===== src/rtl/cpu_pkg.sv =====
// Shared CPU definitions: instruction width, fetch FSM encoding, reset PC.
package cpu_pkg;

  localparam int INSTR_W  = 16;
  localparam int RESET_PC = 0;

  typedef enum logic [1:0] {
    S_REQ   = 2'd0,
    S_FULL  = 2'd1,
    S_DRAIN = 2'd2
  } fetch_state_e;

endpackage


===== src/rtl/instr_fetch_unit.sv =====
// Instruction fetch stage: PC, imem req/ack, 1-entry prefetch buffer, IR.
// Feeds the control unit, which consumes via ir_en / increment pulses.
module instr_fetch_unit
  import cpu_pkg::*;
#(
  parameter int ADDR_W   = 8,
  parameter int DATA_W   = INSTR_W,
  parameter int RESET_PC = cpu_pkg::RESET_PC
) (
  input  logic              clk,
  input  logic              rst_n,
  input  logic              increment,
  input  logic              ir_en,
  input  logic              pc_load,
  input  logic [ADDR_W-1:0] pc_load_addr,
  output logic              imem_req,
  output logic [ADDR_W-1:0] imem_addr,
  input  logic [DATA_W-1:0] imem_rdata,
  input  logic              imem_ack,
  output logic [DATA_W-1:0] instruction,
  output logic              instr_valid,
  output logic [ADDR_W-1:0] pc,
  output logic              fetch_stall
);

  localparam logic [ADDR_W-1:0] PC0 = ADDR_W'(RESET_PC);

  fetch_state_e      state_q;
  logic [ADDR_W-1:0] fetch_pc_q;
  logic [ADDR_W-1:0] fetch_pc_d;
  logic [ADDR_W-1:0] pc_inc;
  logic [ADDR_W-1:0] addr_q;
  logic              req_q;
  logic [DATA_W-1:0] buf_q;
  logic [DATA_W-1:0] ir_q;
  logic [ADDR_W-1:0] pc_q;
  logic              valid_q;
  logic              pend_q;
  logic              pend_inc_q;
  logic              ld_inc;
  logic              ack_ok;

  assign pc_inc = fetch_pc_q + ADDR_W'(1);
  assign ack_ok = req_q && imem_ack;
  assign ld_inc = pend_q ? pend_inc_q : increment;

  always_comb begin
    fetch_pc_d = fetch_pc_q;
    if (pc_load) begin
      fetch_pc_d = pc_load_addr;
    end else begin
      unique case (state_q)
        S_FULL: begin
          if (increment) fetch_pc_d = pc_inc;
        end
        S_REQ: begin
          if (ack_ok) begin
            if (ld_inc) fetch_pc_d = pc_inc;
          end else if (!pend_q && !ir_en && increment) begin
            fetch_pc_d = pc_inc;
          end
        end
        S_DRAIN: begin
          if (!pend_q && !ir_en && increment)
            fetch_pc_d = pc_inc;
        end
        default: fetch_pc_d = fetch_pc_q;
      endcase
    end
  end

  always_ff @(posedge clk or negedge rst_n) begin
    if (!rst_n) begin
      state_q    <= S_REQ;
      fetch_pc_q <= PC0;
      addr_q     <= PC0;
      req_q      <= 1'b1;
      buf_q      <= '0;
      ir_q       <= '0;
      pc_q       <= '0;
      valid_q    <= 1'b0;
      pend_q     <= 1'b0;
      pend_inc_q <= 1'b0;
    end else begin
      fetch_pc_q <= fetch_pc_d;
      unique case (state_q)
        S_REQ: begin
          if (!req_q) begin
            // idle cycle after an ack: launch the next fetch
            req_q  <= 1'b1;
            addr_q <= fetch_pc_d;
            if (pc_load) begin
              pend_q <= 1'b0;
            end else if (ir_en) begin
              pend_q     <= 1'b1;
              pend_inc_q <= increment;
            end
          end else if (imem_ack) begin
            req_q <= 1'b0;
            if (pc_load) begin
              pend_q <= 1'b0;
            end else if (pend_q || ir_en) begin
              ir_q    <= imem_rdata;
              pc_q    <= fetch_pc_q;
              valid_q <= 1'b1;
              pend_q  <= 1'b0;
              if (!ld_inc) begin
                buf_q   <= imem_rdata;
                state_q <= S_FULL;
              end
            end else if (!increment) begin
              buf_q   <= imem_rdata;
              state_q <= S_FULL;
            end
          end else begin
            if (pc_load) begin
              pend_q  <= 1'b0;
              state_q <= S_DRAIN;
            end else if (ir_en) begin
              pend_q     <= 1'b1;
              pend_inc_q <= increment;
            end else if (increment && !pend_q) begin
              state_q <= S_DRAIN;
            end
          end
        end
        S_FULL: begin
          if (pc_load || increment) begin
            state_q <= S_REQ;
            req_q   <= 1'b1;
            addr_q  <= fetch_pc_d;
          end
          if (pc_load) begin
            pend_q <= 1'b0;
          end else if (ir_en) begin
            ir_q    <= buf_q;
            pc_q    <= fetch_pc_q;
            valid_q <= 1'b1;
          end
        end
        S_DRAIN: begin
          if (pc_load) begin
            pend_q <= 1'b0;
          end else if (ir_en) begin
            pend_q     <= 1'b1;
            pend_inc_q <= increment;
          end
          if (imem_ack) begin
            state_q <= S_REQ;
            req_q   <= 1'b0;
          end
        end
        default: begin
          state_q <= S_REQ;
          req_q   <= 1'b1;
          addr_q  <= fetch_pc_q;
        end
      endcase
    end
  end

  assign imem_req    = req_q;
  assign imem_addr   = addr_q;
  assign instruction = ir_q;
  assign instr_valid = valid_q;
  assign pc          = pc_q;
  assign fetch_stall = pend_q;

  // an outstanding request can never be moved or withdrawn
  a_req_stable: assert property (
    @(posedge clk) disable iff (!rst_n)
    imem_req && !imem_ack |=> imem_req && $stable(imem_addr)
  );

endmodule


===== config.mk =====
export PLATFORM = sky130hd
export DESIGN_NAME = instr_fetch_unit
export DESIGN_NICKNAME = d
export VERILOG_FILES = /design/src/rtl/cpu_pkg.sv /design/src/rtl/instr_fetch_unit.sv
export SDC_FILE = /design/constraint.sdc
export NUM_CORES = 1
export LEC_CHECK = 0
export ABC_CLOCK_PERIOD_IN_PS = 6390
export CELL_PAD_IN_SITES_DETAIL_PLACEMENT = 2
export CELL_PAD_IN_SITES_GLOBAL_PLACEMENT = 2
export CORE_ASPECT_RATIO = 0.5
export CORE_MARGIN = 3
export CORE_UTILIZATION = 35
export CTS_CLUSTER_DIAMETER = 200
export DETAILED_ROUTE_END_ITERATION = 8
export PLACE_DENSITY_LB_ADDON = 0.3
export SYNTH_ARGS = -nofsm -noshare
export SYNTH_HDL_FRONTEND = slang
export SYNTH_SLANG_ARGS = --single-unit

===== constraint.sdc =====
create_clock -name clk -period 6.39 [get_ports clk]
set_input_delay 1.278 -clock clk [delete_from_list [all_inputs] [get_ports clk]]
set_output_delay 1.278 -clock clk [all_outputs]
set_load 0.05 [all_outputs]

==> metrics <==
status finished, final reports clean; Final Hold Viols 0; largest net degree at the start of global routing between 60 and 70; crit end category flip-flop; most common cell after layout, fill and taps aside clkdlybuf4s50_1; hold-fix buffer count after cts 0; DR iter-0 viols roughly 170; drt pass-1 iters 4; Die Y between 70 and 80 µm; slowest stage delay, CP 940 ps; Detail Route Antenna Nets 0; Post-Syn Area between 0.003 and 0.004 mm²; width of the chip ~150 µm; Critical path origin imem_ack; Synth async-reset ratio between 90% and 100%; CTS sink count 62; Filler Cell Count roughly 950; H-tree depth 3; Ant. Diodes 0; TritonCTS Buffers 9; Syn Area/Cell 9.702 µm²; layout cells sized above 1 13.69%; R2R depth 6; CP Launch Type primary input; Worst EP arrival ~3800 ps; CTS Buffer Depth 2; Main synth FF type dfrtp_1; synthesized netlist cell count ~350; Static Leakage between 1.5 and 2 nW; most frequent cells in the layout 63 x clkdlybuf4s50_1, 61 x dfrtp_1, 36 x nor2_1, 28 x a21oi_1, 28 x mux2_2; Root Buffer clkbuf_16; worst path required time roughly 6600 ps; clk_lat worst skew 330 ps; hpwl dp slightly above 8 mm; worst r2r src state_q[0]$_DFFE_PN0P_; final WL around 13 mm; post-cts resize count 0; Starting Density between 30% and 40%; Fin Clk Skew about 4 ps; Hold/Removal Path Class flip-flop to flip-flop; fin. max-slew vios 0; initial antenna violation count 0; WP depth 5; Routability Congestion approximately 0.85; PortBufs 64; postcts setup bufs 0; first-pass GRT wire length 20.67 mm; Residual DRC 0; Synthesis Warnings 0; Critical Path Sink pc[1]$_DFFE_PN0P_; crit-path max FO 41; DP Area around 0.0042 mm²; flop2flop setup slack 3500 ps; Bufs and invs on worst path 1; critical path's top delay family compound AO/OA/AOI/OAI gates; Post-synth EDFFs 0; worst-margin pin slew approximately 1200 ps; post-route setup TNS 0 ps; reg2reg end pc[1]$_DFFE_PN0P_; CP max-delay cell a21oi_4; TritonCTS clock tree done; total global-route track usage a little under a quarter; Worst VDD drop 0.2616 mV; vias in the first global route roughly 3.6k; vias 3,093; Area Overhead vs Synth 30.38%; final-stage net count around 440; fmax about 280 MHz; cell row count 24; power per cell area between 600 and 700 mW/mm²; Avg WL per Cell between 20 and 25 µm; Seq/Total Area, Yosys a little under half; Period minus WS final 3564 ps; RSZ-0062 raised after global routing no; IO Pins 65; global route total overflow 0; fin crit share 55.77%; core box area 0.009129 mm²; post-synth cell types 52; Setup Crit Path Kind primary input to flip-flop; Die Area approximately 0.011 mm²; worst path cell trace clkdlybuf4s50_1, and3_1, o21ai_0, a21oi_4, mux2_2; Max-slew headroom 22.56%; drt via density roughly 5.7; Yosys reg bits slightly above 60; max-cap check violation count 0; Final setup violation count 0; fin area approximately 0.0045 mm²; Clock transition at path regs about 50 ps; syn_nets 390
-- layout make-up --
type / count / area [µm²] / area share (%)
Inverter: 10 / 37.54 / 0.8382
Clock buffer: 12 / 256.5 / 5.728
Clock inverter: 3 / 67.56 / 1.509
Timing Repair Buffer: 67 / 658.1 / 14.70
Tap cell: 130 / 162.7 / 3.632
Sequential cell: 62 / 1553 / 34.67
Multi-Input combinational cell: 255 / 1743 / 38.92
-- worst min path at each step --
stage                             startpoint                  endpoint  slack (ps)  cells past startpoint
floorplan               buf_q[0]$_DFFE_PN0P_      buf_q[0]$_DFFE_PN0P_         480                      1
global placement     instr_valid$_DFFE_PN0P_   instr_valid$_DFFE_PN0P_         450                      1
detailed placement   instr_valid$_DFFE_PN0P_   instr_valid$_DFFE_PN0P_         460                      1
CTS                  instr_valid$_DFFE_PN0P_   instr_valid$_DFFE_PN0P_         480                      1
global route        imem_addr[2]$_DFFE_PN0P_  imem_addr[2]$_DFFE_PN0P_         520                      2
finish              imem_addr[2]$_DFFE_PN0P_  imem_addr[2]$_DFFE_PN0P_         490                      2
-- synthesized netlist by cell type (2+ instances only) --
master | n | area, µm²
or2_2 | 2 | 12.51
or3b_2 | 2 | 17.52
a21boi_1 | 2 | 15.01
o32a_1 | 2 | 20.02
a211oi_1 | 4 | 30.03
a2111oi_0 | 2 | 17.52
and3_1 | 6 | 37.54
dfrtp_1 | 61 | 1526
ha_1 | 6 | 75.07
or3_1 | 7 | 43.79
nand2_1 | 21 | 78.83
o21ai_0 | 19 | 95.09
inv_1 | 10 | 37.54
o211ai_1 | 6 | 45.04
mux2_2 | 28 | 315.3
a31oi_1 | 6 | 37.54
nand3_1 | 13 | 65.06
a21oi_1 | 29 | 145.1
xor2_1 | 3 | 26.28
or4_1 | 2 | 15.01
nand4_1 | 5 | 31.28
nor3_1 | 2 | 10.01
clkbuf_1 | 17 | 63.81
o31ai_1 | 5 | 37.54
a21boi_0 | 2 | 15.01
buf_2 | 9 | 45.04
and2_1 | 2 | 12.51
nor2b_1 | 2 | 12.51
mux2i_1 | 21 | 210.2
nor2_1 | 36 | 135.1
-- layer usage --
layer  GRT usage [%]  up-vias  wire [µm]
met5               0        -          0
met4           7.411        0        215
met3           7.249       21        757
met2           40.94       93       6363
met1           28.58     1598       5186
li1                -     1381          -
-- per-stage QoR --
stage	power, mW	hold slack [ps]	setup WS [ps]	instances	util [%]
4_1_cts	2.822	483.7	2860	539	49.05
3_3_place_gp	2.151	450.7	2588	524	45.50
6_report	2.807	491.4	2826	539	49.05
5_1_grt	2.976	523.5	2705	539	49.05
2_1_floorplan	1.731	480.5	3619	354	-
3_5_place_dp	2.233	463.6	2515	524	45.50
-- worst reg2reg max path, delay by kind of cell, from the launching register on --
family / cells / cell delay (ps)
simple gates: 1 / 270
mux: 1 / 450
fa+ha+maj: 1 / 400
buf+inv: 1 / 120
compound gates: 2 / 1100
flops: 1 / 430
-- sequential cells by signal, summed over array words and instances (netlist names) --
register and cells:
buf_q 16, fetch_pc_q 8, fetch_stall 1, imem_addr 8, imem_req 1, instr_valid 1, instruction 16, pc 8
pend_inc_q 1, state_q 2
-- where the power goes --
| part | total (mW) | switching, mW | internal [mW] |
|---|---|---|---|
| Sequential | 0.789 | 0.200 | 0.589 |
| Clock | 0.541 | 0.180 | 0.361 |
| Combinational | 1.48 | 0.943 | 0.534 |
-- logic make-up after synthesis --
| group | share of synthesized area, % |
|---|---|
| mux | 15.30 |
| xor+xnor | 0.7652 |
| flops | 45.21 |
| simple gates | 14.61 |
| buf+inv | 4.371 |
| compound gates | 17.56 |
| fa+ha+maj | 2.186 |
Note: power is estimated with default switching activity, not from simulation.
